==> src/rtl/fetch_sequencer.sv <==
// fetch_sequencer: PC/ROM fetch with one-bubble branch squash, stall hold,
// Start/Ack run control and saturating cycle / retired-instruction counters.
module fetch_sequencer #(
  parameter int PC_W = 10,
  parameter int INST_W = 9,
  parameter int OFF_W = 5,
  parameter int CNT_W = 16,
  parameter int START_ADDR = 0
) (
  input  logic              Clk,
  input  logic              Reset,
  input  logic              Start,
  input  logic              Stall,
  input  logic              BranchEn,
  input  logic              ConditionBranch,
  input  logic              Flag,
  input  logic [OFF_W-1:0]  BranchOffset,
  input  logic              Halt,
  output logic [PC_W-1:0]   RomAddr,
  input  logic [INST_W-1:0] RomData,
  output logic [INST_W-1:0] InstOut,
  output logic              InstValid,
  output logic [PC_W-1:0]   ProgCtr,
  output logic              Ack,
  output logic [CNT_W-1:0]  CycleCt,
  output logic [CNT_W-1:0]  InstCt
);
  typedef enum logic [1:0] {IDLE, RUN, DONE} state_t;
  localparam logic [PC_W-1:0] START = PC_W'(START_ADDR);
  state_t state;
  logic [PC_W-1:0] fpc, dpc, target;
  logic run, retire, halt_go, take;
  assign run = state == RUN;
  assign retire = run && InstValid && !Stall;
  assign halt_go = retire && Halt;
  assign take = retire && BranchEn && (!ConditionBranch || Flag);
  assign target = dpc + PC_W'(signed'(BranchOffset));
  // re-address the held word while stalled so RomData keeps presenting it
  assign RomAddr = run && Stall && InstValid ? dpc : fpc;
  assign InstOut = RomData;
  assign ProgCtr = dpc;
  assign Ack = state == DONE;
  always_ff @(posedge Clk or negedge Reset)
    if (!Reset) begin
      state <= IDLE;
      fpc <= START;
      dpc <= START;
      InstValid <= 1'b0;
      CycleCt <= '0;
      InstCt <= '0;
    end else if (Start) begin
      state <= RUN;
      fpc <= START;
      InstValid <= 1'b0;
      CycleCt <= '0;
      InstCt <= '0;
    end else if (run) begin
      CycleCt <= CycleCt + CNT_W'(CycleCt != '1);
      InstCt <= InstCt + CNT_W'(retire && InstCt != '1);
      if (halt_go) begin
        state <= DONE;
        InstValid <= 1'b0;
      end else if (!Stall) begin
        dpc <= fpc;
        fpc <= take ? target : fpc + PC_W'(1);
        InstValid <= !take;
      end
    end
endmodule
==> config.mk <==
export PLATFORM = sky130hd
export DESIGN_NAME = fetch_sequencer
export DESIGN_NICKNAME = d
export VERILOG_FILES = /design/src/rtl/fetch_sequencer.sv
export SDC_FILE = /design/constraint.sdc
export NUM_CORES = 1
export LEC_CHECK = 0
export BUFFER_PORTS_ARGS = -buffer_cell sky130_fd_sc_hd__buf_2
export CORE_MARGIN = 3
export CORE_UTILIZATION = 55
export CTS_BUF_LIST = sky130_fd_sc_hd__clkbuf_4
export DETAILED_ROUTE_END_ITERATION = 8
export GPL_TIMING_DRIVEN = 1
export PLACE_DENSITY = 0.82
export RECOVER_POWER = 100
export SLEW_MARGIN = 20
export SYNTH_ARGS = -nofsm -noshare
export SYNTH_HDL_FRONTEND = slang
export SYNTH_SLANG_ARGS = --single-unit
==> constraint.sdc <==
create_clock -name Clk -period 2.67 [get_ports Clk]
set_input_delay 0.1335 -clock Clk [delete_from_list [all_inputs] [get_ports Clk]]
set_output_delay 0.1335 -clock Clk [all_outputs]
set_load 0.1 [all_outputs]
==> metrics list <==
* Total number of clock tree sinks: 55
* Final cycle utilization of the critical path: 90.3%
- For this design the top-level I/O count stands at 85.
- Number of nets with antenna violations after routing: 0
* Vias: just under 3000
- The critical path is of the reg2out type.
- Vias in the first global route: around 2900
- No sink is reached through more buffers than the 2 on the longest clock path.
- For this design the total switching power over the nets is 0.000637 W.
- Worst Max-Slew Pin Slew: ~1400 ps
- Sequential group share of total power: 52.0%
- Crit path max-delay cell type: mux2_1
* Setup TNS after final layout: 0 ps
- After synthesis, the mean cell area works out to approximately 9.4 sq um.
- Max-cap violations: 0
- For the final database, setup skew stands at 9.66 ps.
- Placeable Area: 5710 sq um
* Initial Util: 58.8%
* Number of remaining DRC errors: 0
- DR iter-0 viols: 166
- Combinational logic is responsible for 24.9% of the overall power.
* Switching share of power: around 37%
* Path class of the lowest-slack min-delay path: in2reg
- The critical path runs through a total of 4 cells.
* Share of async-settable or async-resettable flops after synthesis: between 90% and 100%
- The library cell used most frequently in the layout, excluding fill and tap cells, is dfrtp_1.
- Max Fclk: 415 MHz
* Clk network pwr share: 23.2%
- The net count of the finished layout is 449.
* Syn Inst Count: 357
- Number of standard-cell rows in the floorplan: 27
- Yosys printed 0 warnings.
* Dominant delay contributor by cell family on the critical path: simple AND/OR/NAND/NOR gates
- The H-tree was split into 2 levels.
- Internal Power: around 0.0011 W
- The die is 84.2 microns wide.
* Pins over their slew limit: 0
- Along the worst path, the maximum fanout reaches 11.
* Worst skew pair latency: 380 ps
- On the final layout, the worst hold slack is 43.9 ps.
* Pwr/cell area: 446 nW/um^2
- The root buffer cell chosen for the clock tree is clkbuf_4.
- Hold depth: 4
- The worst register-to-register path has a depth of 5.
- Detail-routed net length per standard cell: 16.0 microns
* Pin count of the biggest net entering global routing: 56
* Buf+Inv Stages, Crit Path: 1
- Number of nets in the synthesized netlist: 394
- Share of cells above drive strength 1: 12.3%
- For the finished layout, the period the worst path requires is 2410 ps.
* Register-to-register path setup slack: 330 ps
- GR Overflow Total: 0
* Count of antenna diodes in the layout: 0
- Hold Path Sink: InstValid
- Gpl congestion: 0.869
- Setup violation total in the final timing report: 0
* Max_slew headroom: 8.90%
- Post-synthesis cell type count: 49
- STA classifies the critical path startpoint as a register.
- The synthesized design contains 0 enable-type register cells.
- Via density: 6.12
- The final hold violation count is 0.
- The run finished with clean final reports.
- RSZ-0062 raised after global routing: false
- Required time of the critical path: ~2500 ps
* Critical Path Sink Type: primary output
- For this run, the slowest stage of the critical path takes 560 ps.
- The endpoint identified for the worst register-to-register timing path is fpc[7].
- The synthesized netlist occupies a cell area of approximately 3400 sq um.
- Die Area: slightly above 7000 sq um
- Clock-pin slew was measured on the worst setup and hold paths at 170 ps.
* Startpoint of the lowest-slack hold path: BranchEn
* Buffers added on ports: 66
- The final layout contains routed wiring with a total length of 7760 microns.
- Gates resized during post-CTS repair numbered 0.
* TritonCTS clock tree: yes
- All-layer global routing usage: 22.5%
- Launch point of the worst reg-to-reg path: state[1]
* Most frequent cells in the layout: dfrtp_1, clkbuf_1, nor2_1
- Maximum vdd drop: 0.000392 V
- Estimated wirelength of the detail-placed design: ~5600 microns
- The first detailed-routing pass took 4 iterations.
* Number of buffers inserted during clock tree synthesis: 5
* Sequential area share after synthesis: 41.0%
- Critical path, cell by cell: nor2b_1 > nand3_1 > mux2_1 > buf_12
* Initial antenna violation count: 0
* Flip-flop and latch count after synthesis: 55
- Data arrives at the worst endpoint at 2280 ps.
- Signed area change from the synthesized netlist to the final layout: 14.2%
- The analysis attributes to cell leakage a power of 1.64 nW.
- The first global-routing pass estimated 13300 microns of wire.
* Most used flip-flop cell after synthesis: dfrtp_1
- The die is 84.2 microns tall.
==> final cells by class <==
class / instances / area [sq um]
clock buffers: 5 / 37.5
multi-input cells: 269 / 1800
inverters: 11 / 41.3
flip-flops and latches: 55 / 1380
repair buffers: 70 / 455
well taps: 72 / 90.1
fillers: 496 / 1870
clock inverters: 3 / 27.5
==> metrics by stage <==
| step | setup slack [ps] | util (%) | cells | total power, W | cell area [sq um] |
|---|---|---|---|---|---|
| 6_report | 259 | 67.2 | 485 | 0.00171 | 3840 |
| 2_1_floorplan | 4.53 | - | 357 | 0.00128 | 3370 |
| 5_1_grt | 101 | 67.2 | 485 | 0.00179 | 3840 |
| 4_1_cts | 230 | 68.4 | 485 | 0.00173 | 3910 |
| 3_5_place_dp | 341 | 67.1 | 476 | 0.00134 | 3830 |
| 3_3_place_gp | 428 | 67.1 | 476 | 0.00133 | 3830 |
==> power groups by stage <==
stage / combinational (W) / clock (W) / sequential (W)
3_5_place_dp: 0.000435 / 0 / 0.000904
5_1_grt: 0.000456 / 0.000441 / 0.000895
4_1_cts: 0.000439 / 0.000408 / 0.000888
6_report: 0.000426 / 0.000397 / 0.000890
2_1_floorplan: 0.000262 / 0 / 0.00102
3_3_place_gp: 0.000427 / 0 / 0.000902
==> flip-flops by register name (all words and copies together), names as in the netlist <==
signal,cells
InstCt,16
fpc,10
state,2
ProgCtr,10
CycleCt,16
InstValid,1
==> worst max-delay path by stage <==
stage	startpoint	to	slack, ps
2_1_floorplan	InstCt[3]	InstCt[14]	5
3_3_place_gp	state[1]	InstCt[14]	430
3_5_place_dp	state[1]	InstCt[14]	340
4_1_cts	state[1]	RomAddr[5]	230
5_1_grt	state[1]	RomAddr[5]	100
6_report	state[1]	RomAddr[5]	260
==> worst reg2reg max path, cell delays in order, from the launching register on <==
cell and delay (ps):
dfrtp_1 460, nor3b_2 350, nand2_1 330, nor2_2 690
a22oi_1 140, a221oi_1 280
==> Yosys cell counts (all sizes together), types with 2 or more instances <==
master	count	area, sq um
a21oi	17	85.1
a211oi	2	15.0
nand2	21	81.3
and3	3	18.8
nor2b	4	25.0
dfrtp	55	1380
o211ai	6	45.0
xor2	17	149
and2	2	12.5
clkbuf	4	15.0
o21a	3	22.5
nor3b	2	20.0
inv	11	41.3
nor3	11	55.1
a21o	4	30.0
and4	5	46.3
mux2i	2	20.0
nor4	2	12.5
xnor2	10	87.6
o21ai	21	105
nand4	15	93.8
a22oi	3	22.5
nand3	24	120
buf	18	118
ha	14	175
a31oi	3	18.8
or3	10	62.6
mux2	18	203
nor2	35	139
a211o	2	17.5
==> routing by layer <==
metal / GRT usage (%) / routed length [microns] / up-vias
li1: - / - / 1400
met1: 29.1 / 3320 / 1442
met2: 38.6 / 3810 / 112
met3: 4.22 / 511 / 12
met4: 6.58 / 113 / 0
met5: 0 / 0 / -
==> repair_timing <==
action,CTS,global route
hold endpoints to repair,55,0
hold buffers,1,0
endpoints found under the setup margin,0,0
setup buffers,0,0
==> cells by family after synthesis <==
kind of cell | share of synthesized area, %
AO/OA/AOI/OAI | 13.3
multiplexers | 6.63
buffers and inverters | 5.18
AND/OR/NAND/NOR | 21.1
XOR/XNOR | 7.04
flip-flops | 41.0
adder cells (fa/ha/maj) | 5.81
Note: power is estimated with default switching activity, not from simulation.
